**config.mk**
```make
export PLATFORM = sky130hd
export DESIGN_NAME = hvpi_int_sequencer_flat
export DESIGN_NICKNAME = d
export VERILOG_FILES = /design/src/rtl/hvpi_int_seq_pkg.sv /design/src/rtl/hvpi_int_sequencer_if.sv /design/src/rtl/hvpi_ret_stack.sv /design/src/rtl/hvpi_int_sequencer.sv /design/src/flat_wrapper.sv
export SDC_FILE = /design/constraint.sdc
export NUM_CORES = 1
export LEC_CHECK = 0
export CAP_MARGIN = 20
export CORE_ASPECT_RATIO = 0.8
export CORE_MARGIN = 1
export CORE_UTILIZATION = 70
export CTS_BUF_LIST = sky130_fd_sc_hd__clkbuf_2 sky130_fd_sc_hd__clkbuf_4 sky130_fd_sc_hd__clkbuf_8
export CTS_CLUSTER_DIAMETER = 50
export CTS_CLUSTER_SIZE = 12
export DETAILED_ROUTE_END_ITERATION = 10
export DONT_BUFFER_PORTS = 1
export MAX_ROUTING_LAYER = met4
export PLACE_DENSITY_LB_ADDON = 0.05
export SYNTH_ARGS = -nofsm -noshare
export SYNTH_HDL_FRONTEND = slang
export SYNTH_SLANG_ARGS = --single-unit
```
**constraint.sdc**
```tcl
create_clock -name clk -period 3.3 [get_ports clk]
set_clock_uncertainty 0.15 [all_clocks]
set_input_delay 0.495 -clock clk [delete_from_list [all_inputs] [get_ports clk]]
set_output_delay 0.495 -clock clk [all_outputs]
set_load 0.02 [all_outputs]
```
**src/rtl/hvpi_int_seq_pkg.sv**
```systemverilog
// Interrupt sequencer shared types.
// FSM state encoding and register reset values.
package hvpi_int_seq_pkg;

  typedef enum logic [1:0] {
    ST_IDLE,
    ST_ACK,
    ST_VECTOR,
    ST_RETURN
  } seqState_t;

  localparam seqState_t RST_STATE = ST_IDLE;
  localparam logic RST_STACK_ERR = 1'b0;

  function automatic logic isBusy(seqState_t s);
    return s != ST_IDLE;
  endfunction

endpackage

```
**src/rtl/hvpi_int_sequencer_if.sv**
```systemverilog
// CPU/HPVI-side signal bundle of the interrupt sequencer.
// master drives requests, slave is the sequencer.
interface hvpi_int_sequencer_if #(
  parameter int pcWidth      = 16,
  parameter int stackAddrLen = 2
);
  logic               intPending;
  logic [pcWidth-1:0] intAddr;
  logic               gie;
  logic               instrDone;
  logic [pcWidth-1:0] pcIn;
  logic               reti;

  logic                stall;
  logic                pcLoad;
  logic [pcWidth-1:0]  pcOut;
  logic                intAck;
  logic                intDisable;
  logic                inIsr;
  logic [stackAddrLen:0] nestLevel;
  logic                stackErr;

  modport master (
    output intPending, intAddr, gie,
    output instrDone, pcIn, reti,
    input  stall, pcLoad, pcOut, intAck,
    input  intDisable, inIsr, nestLevel,
    input  stackErr
  );

  modport slave (
    input  intPending, intAddr, gie,
    input  instrDone, pcIn, reti,
    output stall, pcLoad, pcOut, intAck,
    output intDisable, inIsr, nestLevel,
    output stackErr
  );
endinterface

```
**src/rtl/hvpi_ret_stack.sv**
```systemverilog
// Return-address LIFO; top entry visible on dataOut.
// Depth 1 collapses to a single register.
module hvpi_ret_stack #(
  parameter  int pcWidth    = 16,
  parameter  int stackDepth = 4,
  localparam int lvlW       = $clog2(stackDepth) + 1
) (
  input  logic               clk,
  input  logic               rstN,
  input  logic               push,
  input  logic               pop,
  input  logic [pcWidth-1:0] dataIn,
  output logic [pcWidth-1:0] dataOut,
  output logic [lvlW-1:0]    level,
  output logic               full,
  output logic               empty
);

  logic [lvlW-1:0] lvl;

  assign level = lvl;
  assign full  = lvl == lvlW'(stackDepth);
  assign empty = lvl == '0;

  always_ff @(posedge clk) begin
    if (!rstN) begin
      lvl <= '0;
    end else if (push && !full) begin
      lvl <= lvl + lvlW'(1);
    end else if (pop && !empty) begin
      lvl <= lvl - lvlW'(1);
    end
  end

  generate
    if (stackDepth == 1) begin : gOne
      logic [pcWidth-1:0] slot;

      always_ff @(posedge clk) begin
        if (!rstN) begin
          slot <= '0;
        end else if (push && !full) begin
          slot <= dataIn;
        end
      end

      assign dataOut = empty ? '0 : slot;
    end else begin : gMem
      localparam int aw = lvlW - 1;

      logic [pcWidth-1:0] mem [stackDepth];
      logic [aw-1:0]      wrIdx;
      logic [aw-1:0]      rdIdx;

      // wraps to depth-1 when full, which is the top slot
      assign wrIdx = lvl[aw-1:0];
      assign rdIdx = wrIdx - aw'(1);

      always_ff @(posedge clk) begin
        if (push && !full) begin
          mem[wrIdx] <= dataIn;
        end
      end

      assign dataOut = empty ? '0 : mem[rdIdx];
    end
  endgenerate

endmodule

```
**src/rtl/hvpi_int_sequencer.sv**
```systemverilog
// Interrupt entry/exit sequencer behind the HPVI block.
// INT_NEST_EN enables nesting up to stackDepth levels.
module hvpi_int_sequencer
  import hvpi_int_seq_pkg::*;
#(
  parameter int pcWidth      = 16,
  parameter int stackDepth   = 4,
  parameter int stackAddrLen = 2
) (
  input logic clk,
  input logic rstN,
  hvpi_int_sequencer_if.slave bus
);

`ifdef INT_NEST_EN
  localparam int effDepth = stackDepth;
`else
  localparam int effDepth = 1;
`endif
  localparam int lvlW = $clog2(effDepth) + 1;
  localparam int nlW  = stackAddrLen + 1;

  seqState_t state;
  seqState_t stateNext;

  logic [pcWidth-1:0] vecReg;
  logic [pcWidth-1:0] vecNext;
  logic [pcWidth-1:0] retReg;
  logic [pcWidth-1:0] retNext;
  logic               errReg;
  logic               errNext;

  logic               push;
  logic               pop;
  logic               full;
  logic               empty;
  logic [pcWidth-1:0] topData;
  logic [lvlW-1:0]    level;

  logic               busy;
  logic               intDisable;
  logic               qualify;
  logic [nlW-1:0]     nestLevel;
  logic [pcWidth-1:0] pcOutC;

  hvpi_ret_stack #(
    .pcWidth   (pcWidth),
    .stackDepth(effDepth)
  ) uStack (
    .clk    (clk),
    .rstN   (rstN),
    .push   (push),
    .pop    (pop),
    .dataIn (retReg),
    .dataOut(topData),
    .level  (level),
    .full   (full),
    .empty  (empty)
  );

  assign busy      = isBusy(state);
  assign nestLevel = nlW'(level);

`ifdef INT_NEST_EN
  assign intDisable = busy ||
    (nestLevel == nlW'(stackDepth));
`else
  assign intDisable = busy || !empty;
`endif

  assign qualify = bus.intPending &&
                   bus.gie &&
                   bus.instrDone &&
                   !intDisable;

  always_ff @(posedge clk) begin
    if (!rstN) begin
      state  <= RST_STATE;
      vecReg <= '0;
      retReg <= '0;
      errReg <= RST_STACK_ERR;
    end else begin
      state  <= stateNext;
      vecReg <= vecNext;
      retReg <= retNext;
      errReg <= errNext;
    end
  end

  always_comb begin
    stateNext = state;
    vecNext   = vecReg;
    retNext   = retReg;
    errNext   = errReg;
    push      = 1'b0;
    pop       = 1'b0;
    unique case (state)
      ST_IDLE: begin
        // a return always beats a new entry
        if (bus.reti) begin
          if (!empty) begin
            stateNext = ST_RETURN;
          end else begin
            errNext = 1'b1;
          end
        end else if (qualify) begin
          stateNext = ST_ACK;
          vecNext   = bus.intAddr;
          retNext   = bus.pcIn;
        end
      end
      ST_ACK: begin
        push      = !full;
        stateNext = ST_VECTOR;
      end
      ST_VECTOR: begin
        stateNext = ST_IDLE;
      end
      ST_RETURN: begin
        pop       = 1'b1;
        stateNext = ST_IDLE;
      end
      default: begin
        stateNext = ST_IDLE;
      end
    endcase
  end

  always_comb begin
    pcOutC = '0;
    unique case (1'b1)
      (state == ST_VECTOR): pcOutC = vecReg;
      (state == ST_RETURN): pcOutC = topData;
      default:              pcOutC = '0;
    endcase
  end

  assign bus.stall      = busy;
  assign bus.intAck     = state == ST_ACK;
  assign bus.pcLoad     = (state == ST_VECTOR) ||
                          (state == ST_RETURN);
  assign bus.pcOut      = pcOutC;
  assign bus.intDisable = intDisable;
  assign bus.inIsr      = !empty;
  assign bus.nestLevel  = nestLevel;
  assign bus.stackErr   = errReg;

endmodule
```
**src/flat_wrapper.sv**
```systemverilog
// flat-port wrapper written by rule: the top's interface ports become plain ports
module hvpi_int_sequencer_flat import hvpi_int_seq_pkg::*;
#(
  parameter int pcWidth      = 16,
  parameter int stackDepth   = 4,
  parameter int stackAddrLen = 2
)
  (clk, rstN, bus_intPending, bus_intAddr, bus_gie, bus_instrDone, bus_pcIn, bus_reti, bus_stall, bus_pcLoad, bus_pcOut, bus_intAck, bus_intDisable, bus_inIsr, bus_nestLevel, bus_stackErr);
  hvpi_int_sequencer_if #(.pcWidth(pcWidth), .stackAddrLen(stackAddrLen)) bus_i ();
  input logic clk;
  input logic rstN;
  input wire logic [$bits(bus_i.intPending)-1:0] bus_intPending;
  input wire logic [$bits(bus_i.intAddr)-1:0] bus_intAddr;
  input wire logic [$bits(bus_i.gie)-1:0] bus_gie;
  input wire logic [$bits(bus_i.instrDone)-1:0] bus_instrDone;
  input wire logic [$bits(bus_i.pcIn)-1:0] bus_pcIn;
  input wire logic [$bits(bus_i.reti)-1:0] bus_reti;
  output wire logic [$bits(bus_i.stall)-1:0] bus_stall;
  output wire logic [$bits(bus_i.pcLoad)-1:0] bus_pcLoad;
  output wire logic [$bits(bus_i.pcOut)-1:0] bus_pcOut;
  output wire logic [$bits(bus_i.intAck)-1:0] bus_intAck;
  output wire logic [$bits(bus_i.intDisable)-1:0] bus_intDisable;
  output wire logic [$bits(bus_i.inIsr)-1:0] bus_inIsr;
  output wire logic [$bits(bus_i.nestLevel)-1:0] bus_nestLevel;
  output wire logic [$bits(bus_i.stackErr)-1:0] bus_stackErr;
  assign bus_i.intPending = bus_intPending;
  assign bus_i.intAddr = bus_intAddr;
  assign bus_i.gie = bus_gie;
  assign bus_i.instrDone = bus_instrDone;
  assign bus_i.pcIn = bus_pcIn;
  assign bus_i.reti = bus_reti;
  assign bus_stall = bus_i.stall;
  assign bus_pcLoad = bus_i.pcLoad;
  assign bus_pcOut = bus_i.pcOut;
  assign bus_intAck = bus_i.intAck;
  assign bus_intDisable = bus_i.intDisable;
  assign bus_inIsr = bus_i.inIsr;
  assign bus_nestLevel = bus_i.nestLevel;
  assign bus_stackErr = bus_i.stackErr;
  hvpi_int_sequencer #(.pcWidth(pcWidth), .stackDepth(stackDepth), .stackAddrLen(stackAddrLen)) u_core (.clk(clk), .rstN(rstN), .bus(bus_i));
endmodule
```
=== Yosys cells after proc, flatten, opt, wreduce, memory -nomap -nowiden ===
Index checks and enable logic that the tools add are counted.

* Reductions and logical operators: 16
* Shifts and indexed selects: 0
* Equality and inequality tests: 5
* Mux-type cells: 10
* $add $sub $neg: 2
* Bitwise operators: 2
* Divide/modulo/power cells: 0
* Magnitude comparators: 0
* Multipliers: 0

{| class="wikitable"
|+ Operator list
! operator !! count
|-
| $pmux W16 S2 || 1
|-
| $mux W16 || 1
|-
| $mux W2 || 3
|-
| $pmux W2 S3 || 1
|-
| $reduce_and A3 Y1 || 2
|-
| $logic_and A1 B1 Y1 || 5
|-
| $eq A2 B2 Y1 const B || 2
|-
| $mux W1 || 4
|-
| $reduce_bool A2 Y1 || 2
|-
| $ne A3 B2 Y1 const B || 1
|-
| $ne A3 B3 Y1 const B || 1
|-
| $eq A2 B1 Y1 const B || 1
|-
| $logic_not A1 Y1 || 2
|-
| $logic_not A2 Y1 || 1
|-
| $logic_or A1 B1 Y1 || 2
|-
| $not A1 Y1 || 2
|-
| $reduce_and A2 Y1 || 1
|-
| $reduce_or A2 Y1 || 1
|-
| $add A1 B1 Y1 const B || 1
|-
| $sub A1 B1 Y1 const B || 1
|}

* Memory bits (read-only): 0
* Memories kept: 0
* Memory bits (writable): 0
* Latch bits: 0
* Flip-flop bits (word level): 52

=== Logic depth before layout (Yosys ltp) ===
Gate-level depths: netlist of run 1.

* Depth in word-level cells: 7
* Depth in mapped cells: 5
* Depth with buffers taken out: 4

=== By module ===
From an unflattened synthesis of run 1, not the netlist that was laid out.

* Cells, all modules: 292
* Area, all modules: 2606.2 um^2

{| class="wikitable"
|+ Modules (own cells, without submodules)
! module !! instances !! area an instance (um^2) !! cells an instance
|-
| hvpi_int_sequencer || 1 || 1785.5 || 198
|-
| hvpi_ret_stack || 1 || 820.8 || 94
|}

=== Worst setup path after synthesis of run 1 ===
Ideal clock, no wire load.

* Kind: reg-to-output
* Start point: register u_core.uStack.lvl (netlist: u_core.uStack.full)
* End point: output port bus_pcOut[10]
* Path slack: 1184 ps
* Arrival time: 1471 ps
* Cell stages (with the launch flop): 4
* Path buffers: 1
* Data required time: 2655 ps
* Cells stage by stage: dfxtp_1 -> clkbuf_1 -> nand3_1 -> a21boi_0

* Word-level cells in the longest chain between the ends: 2

{| class="wikitable"
|+ Ends and longest elaborated chain
! item !! line !! text
|-
| from (decl) || hvpi_ret_stack.sv:19 || <nowiki>logic [lvlW-1:0] lvl;</nowiki>
|-
| from (signal assigned) || hvpi_ret_stack.sv:29 || <nowiki>lvl <= lvl + lvlW'(1);</nowiki>
|-
| from (signal assigned) || hvpi_ret_stack.sv:31 || <nowiki>lvl <= lvl - lvlW'(1);</nowiki>
|-
| $mux W16 || hvpi_ret_stack.sv:47 || <nowiki>assign dataOut = empty ? '0 : slot;</nowiki>
|-
| $pmux W16 S2 || hvpi_int_sequencer.sv:131 || <nowiki>unique case (1'b1)</nowiki>
|-
| to (decl) || flat_wrapper.sv:20 || <nowiki>output wire logic [$bits(bus_i.pcOut)-1:0] bus_pcOut;</nowiki>
|}

Every way passes these cells.

=== Final worst setup path of run 1 ===
* Start point: register u_core.uStack.lvl (netlist: u_core.uStack.full)
* End point: output port bus_pcOut[3]

Same word-level chain as after synthesis.

==> results of run 1 <==
layer usage:
layer / up-vias / global-route usage, % / share of wire, %
li1: 904 / - / -
met1: 847 / 28.9 / 44
met2: 54 / 45.6 / 48
met3: 9 / 6.76 / 5.7
met4: 0 / 12.2 / 1.6
met5: - / - / 0
power groups by stage:
stage                     Clock (uW)  Sequential [uW]  Combinational [uW]
after floorplan                    0              660                68.4
after global placement             0              666                51.4
after detailed placement           0              666                52.9
after CTS                        352              651                53.0
after global routing             375              651                63.0
final                            348              649                56.5
worst min-delay path by stage:
stage                                                     endpoint  cells past startpoint
final                                u_core.vecReg[6]$_SDFFE_PN0P_                      2
after global routing                u_core.vecReg[12]$_SDFFE_PN0P_                      2
after CTS                           u_core.retReg[13]$_SDFFE_PN0P_                      2
after detailed placement  u_core.uStack.gOne.slot[11]$_SDFFE_PN0P_                      2
after global placement    u_core.uStack.gOne.slot[10]$_SDFFE_PN0P_                      2
after floorplan           u_core.uStack.gOne.slot[10]$_SDFFE_PN0P_                      2
sequential cells by signal (all words and copies together), names as in the netlist:
signal / count
u_core.state: 2
u_core.uStack.gOne.slot: 16
u_core.vecReg: 16
u_core.uStack.full: 1
u_core.bus.stackErr: 1
u_core.retReg: 16
Yosys cell counts, drive strengths merged:
cell type	n
nand3	16
a21boi	32
or3b	1
a21oi	2
and3	1
inv	2
o211a	1
nor3	1
conb	1
mux2i	32
nor2	2
buf	12
dfxtp	52
o21ai	1
nand2	98
nand4b	1
clkbuf	15
nor2b	2
nand2b	16
nor3b	2
area by class of cell:
class | count | area, um2
flip-flops and latches | 52 | 1040
repair buffers | 4 | 50.0
clock buffers | 6 | 76.3
inverters | 2 | 7.51
clock inverters | 1 | 5.00
fillers | 262 | 753
well taps | 40 | 50.0
multi-input cells | 210 | 1240
kinds of logic (layout without fill, tap and decap cells):
kind of cell    count (synthesis)  in the layout  share of synthesized area (%)
compound gates                 36             36                           10.8
buf+inv                        29             13                           7.20
flops                          52             52                           42.5
mux                            32             32                           13.1
other cells                     1              2                          0.153
simple gates                  140            140                           26.3
metrics by stage:
stage	instances	power [uW]	util (%)	setup slack [ns]
3_5_place_dp	307	719	73.2	0.797
5_1_grt	315	1090	76.6	0.395
3_3_place_gp	307	717	73.2	0.866
4_1_cts	314	1060	75.8	0.414
2_1_floorplan	291	728	-	1.18
6_report	315	1050	76.6	0.555
==> results.yml, run 1 <==
run_status:
  outcome: "completed"
global_routing:
  grt_pass1_wl_um: 6820
  grtUsageTotal_pct: 26.4
  overflow: 0
  grt_max_degree: 85
  antenna_found_initial: 0
  grt_pass1_vias: 1578
critical_path:
  critPathKind: "flop to primary output"
  cp.buffers_inverters: 1
  r2r_cells: 5
  worst_ep_required_time_ns: 2.65
  critical_path_depth: 3
  crit_chain: "buf_4 > nand3_1 > a21boi_0"
  cp.arrival_ns: 2.10
  ff2ff_setup_slack_ns: 0.96
  cp_slowest_stage_delay_ns: 0.74
  critPathLaunch: "u_core.uStack.full$_SDFFE_PN0P_"
  timing.rr.start: "u_core.uStack.full$_SDFFE_PN0P_"
  crit_slowest_cell: "dfxtp_1"
  r2r_end: "u_core.vecReg[2]$_SDFFE_PN0P_"
  cp-start-kind: "flop"
  critPathCapture: "bus_pcOut[3]"
  cp-end-kind: "primary output"
  cp_max_fo: 16
  critPathTopFamily: "flip-flops"
clocking:
  cts-root-buf: "clkbuf_8"
  ctsHoldBuffers: 0
  cts_sinks: 52
  clkTransAtPathRegs_ns: 0.09
  htree_levels: 2
  cts_buffers: 5
  cts_resized: 0
  clk_latency_ns: 0.30
  clk_path_buf_depth: 2
  postCtsSetupBuffers: 0
  cts_tree: "yes"
power_and_ir_drop:
  power.density_nw_per_um2: 427
  intPower_uw: 816
  pwr-share-clk_pct: 33.0
  peakVddDrop_uv: 364
  swShare_pct: 22.6
  seqPwrFrac_pct: 61.6
  p_sw_uw: 238
  p_leak_uw: 0.000805
  power_frac_comb_pct: 5.4
placement:
  io_buffers: 0
  dpl_cell_area_um2: 2360
  globalplace.congestion: 0.675
  post-dp-hpwl_um: 2840
sta:
  fin_crit_sh_pct: 83.2
  hold_slack_ns: 0.172
  finalCriticalPeriod_ns: 2.75
  slew_headroom_pct: 33.3
  hold_violations: 0
  worst_pin_slew_ns: 0.999
  finalSetupViolations: 0
  drv_slew: 0
  rsz0062_at_grt: "false"
  max_clock_freq_mhz: 364
  setup_tns_ns: 0
floorplan:
  die_h_um: 54.9
  start_util_pct: 76.1
  core_area_um2: 3220
  die-area_um2: 3740
  row_count: 18
  fp.dieW_um: 68.2
  num_io_pins: 63
drt:
  firstDrtPassIters: 4
  ant_nets: 0
  via_per_inst: 5.76
  first_iter_violations: 85
  remaining_drc_errors: 0
  wl_per_cell_um: 14.6
  vias: 1814
  wirelength_um: 4610
finish:
  drive_gt1_share_pct: 5.45
  final_common_cell: "nand2_1"
  n_antenna_cell: 0
  nets: 313
  finalInstanceArea_um2: 2470
  most-common-layout-cells: "98 x nand2_1, 52 x dfxtp_1, 32 x mux2i_1"
  area_delta_synth_final_pct: 0.664
yosys:
  synth_cell_types: 27
  ys_seq_area_share_pct: 42.5
  synth_top_area_share_pct: 42.5
  synthTopCellsByArea: "dfxtp_1 42%, nand2_1 15%, mux2i_1 13%"
  netlist.top_cell.by_area: "dfxtp_1"
  synthCells: 290
  syn_area_um2: 2450
  yosysWarnings: 0
  syn-mean-instance-area_um2: 8.45
  synth-seq-cells: 52
job:
  max-cap-violations: 0
min_path:
  hold_path.class: "primary input to flop"
  worstHoldStart: "bus_intAddr[6]"
No activity file was read; power rests on OpenSTA's default activity.
==> run 2: changes to the inputs <==
--- a/config.mk
+++ b/config.mk
@@ -8,7 +8,7 @@
 export CAP_MARGIN = 20
 export CORE_ASPECT_RATIO = 0.8
 export CORE_MARGIN = 1
-export CORE_UTILIZATION = 70
+export CORE_UTILIZATION = 65
 export CTS_BUF_LIST = sky130_fd_sc_hd__clkbuf_2 sky130_fd_sc_hd__clkbuf_4 sky130_fd_sc_hd__clkbuf_8
 export CTS_CLUSTER_DIAMETER = 50
 export CTS_CLUSTER_SIZE = 12
==> constraint.sdc (replaced) <==
create_clock -name clk -period 2.59 [get_ports clk]
set_clock_uncertainty 0.15 [all_clocks]
set_input_delay 0.3885 -clock clk [delete_from_list [all_inputs] [get_ports clk]]
set_output_delay 0.3885 -clock clk [all_outputs]
set_load 0.02 [all_outputs]
==> run 2 against run 1 <==
Net effect:
- the run now ends with design-rule violations left
- wire length rose by 0.50%
- sequential share of layout area fell by 2.3 points
- highest routed layer unchanged
- largest cell class unchanged
- largest power group unchanged
- die area rose by 7.4%
- final area rose by 5.9%
- flip-flop and latch count did not move
==> results.yml, run 2 (synthesis gave the netlist of run 1 again) <==
finish:
  area_delta_synth_final_pct: 6.59
  final_common_cell: "nand2_1"
  n_antenna_cell: 0
  drive_gt1_share_pct: 10.3
  nets: 327
  finalInstanceArea_um2: 2610
  n_fill_cell: 290
  most-common-layout-cells: "98 x nand2_1, 52 x dfxtp_1, 32 x mux2i_1"
  largestRegisters: "u_core.retReg x16, u_core.uStack.gOne.slot x16, u_core.vecReg x16"
  final_cell_count_no_fill: 332
  final_util_pct: 74.3
clocking:
  postCtsSetupBuffers: 0
  clk_latency_ns: 0.31
  ctsHoldBuffers: 0
  cts_resized: 0
  clkTransAtPathRegs_ns: 0.09
  cts-root-buf: "clkbuf_8"
  htree_levels: 2
  cts_buffers: 5
  cts_sinks: 52
  clk_path_buf_depth: 2
  cts_tree: "yes"
critical_path:
  critical_path_depth: 3
  critPathKind: "flop to primary output"
  critPathTopFamily: "flip-flops"
  cp.arrival_ns: 1.68
  cp_max_fo: 33
  r2r_cells: 4
  crit_slowest_cell: "dfxtp_1"
  cp.buffers_inverters: 1
  cp-start-kind: "flop"
  crit_chain: "buf_4 > nand3_1 > a21boi_1"
  cp_slowest_stage_delay_ns: 0.49
  worst_ep_required_time_ns: 2.05
  cp-end-kind: "primary output"
drt:
  wirelength_um: 4630
  remaining_drc_errors: 13
  via_per_inst: 5.49
  ant_nets: 0
  wl_per_cell_um: 14.0
  first_iter_violations: 145
  vias: 1823
  firstDrtPassIters: 7
floorplan:
  start_util_pct: 69.7
  core_area_um2: 3520
  die-area_um2: 4020
  fp.dieW_um: 70.7
  die_h_um: 56.9
  row_count: 19
  num_io_pins: 63
sta:
  hold_slack_ns: 0.0557
  finalSetupViolations: 0
  setup_tns_ns: 0
  drv_slew: 0
  slew_headroom_pct: 60.4
  hold_violations: 0
  max_clock_freq_mhz: 451
  worst_pin_slew_ns: 0.594
  fin_crit_sh_pct: 85.7
  finalCriticalPeriod_ns: 2.22
  rsz0062_at_grt: "false"
run_status:
  outcome: "finished with violations"
  violations: "design-rule violations"
min_path:
  hold_path.class: "primary input to flop"
  min_path_cells: 2
global_routing:
  grt_pass1_vias: 1683
  grt_pass1_wl_um: 7850
  grtUsageTotal_pct: 25.9
  antenna_found_initial: 0
  grt_max_degree: 85
  overflow: 0
job:
  max-cap-violations: 0
placement:
  dpl_cell_area_um2: 2490
  post-dp-hpwl_um: 3030
  io_buffers: 0
  globalplace.congestion: 0.737
  dpl.cell_count: 324
power_and_ir_drop:
  power.density_nw_per_um2: 576
  p_leak_uw: 0.000898
  peakVddDrop_uv: 419
[run 2: per-stage QoR]
step / worst slack, ns / power (uW)
2_1_floorplan: 0.581 / 927
4_1_cts: 0.352 / 1510
3_5_place_dp: 0.665 / 918
5_1_grt: 0.211 / 1560
3_3_place_gp: 0.710 / 917
6_report: 0.371 / 1500
[run 2: power by group]
group | internal (uW) | leakage [uW] | total [uW] | switching [uW]
Combinational | 32.8 | 0.000413 | 75.1 | 42.3
Sequential | 813 | 0.000420 | 824 | 11.5
Clock | 341 | 0.0000645 | 605 | 264
[run 2: final cells by class]
| class | count | area (um2) | share of cell area (%) |
|---|---|---|---|
| Timing Repair Buffer | 18 | 148 | 5.65 |
| Inverter | 2 | 7.51 | 0.287 |
| Tap cell | 42 | 52.6 | 2.01 |
| Sequential cell | 52 | 1040 | 39.8 |
| Multi-Input combinational cell | 210 | 1240 | 47.4 |
| Clock inverter | 1 | 30.0 | 1.15 |
| Clock buffer | 7 | 96.3 | 3.69 |
[run 2: layer usage]
layer	part of all wire, %	vias up	track usage [%]
met3	5.2	8	6.10
met4	1.5	0	10.3
met2	45	46	38.7
met5	0	-	-
met1	48	838	33.9
li1	-	931	-
[run 2: path summary, 6_finish.rpt]
path	end	slack, ns	start
max	bus_pcOut[8]	0.37	u_core.state[0]$_SDFFE_PN0P_
min	u_core.vecReg[8]$_SDFFE_PN0P_	0.06	bus_intAddr[8]
max reg2reg	u_core.uStack.gOne.slot[0]$_SDFFE_PN0P_	0.58	u_core.state[0]$_SDFFE_PN0P_
min reg2reg	u_core.uStack.gOne.slot[12]$_SDFFE_PN0P_	0.31	u_core.uStack.gOne.slot[12]$_SDFFE_PN0P_
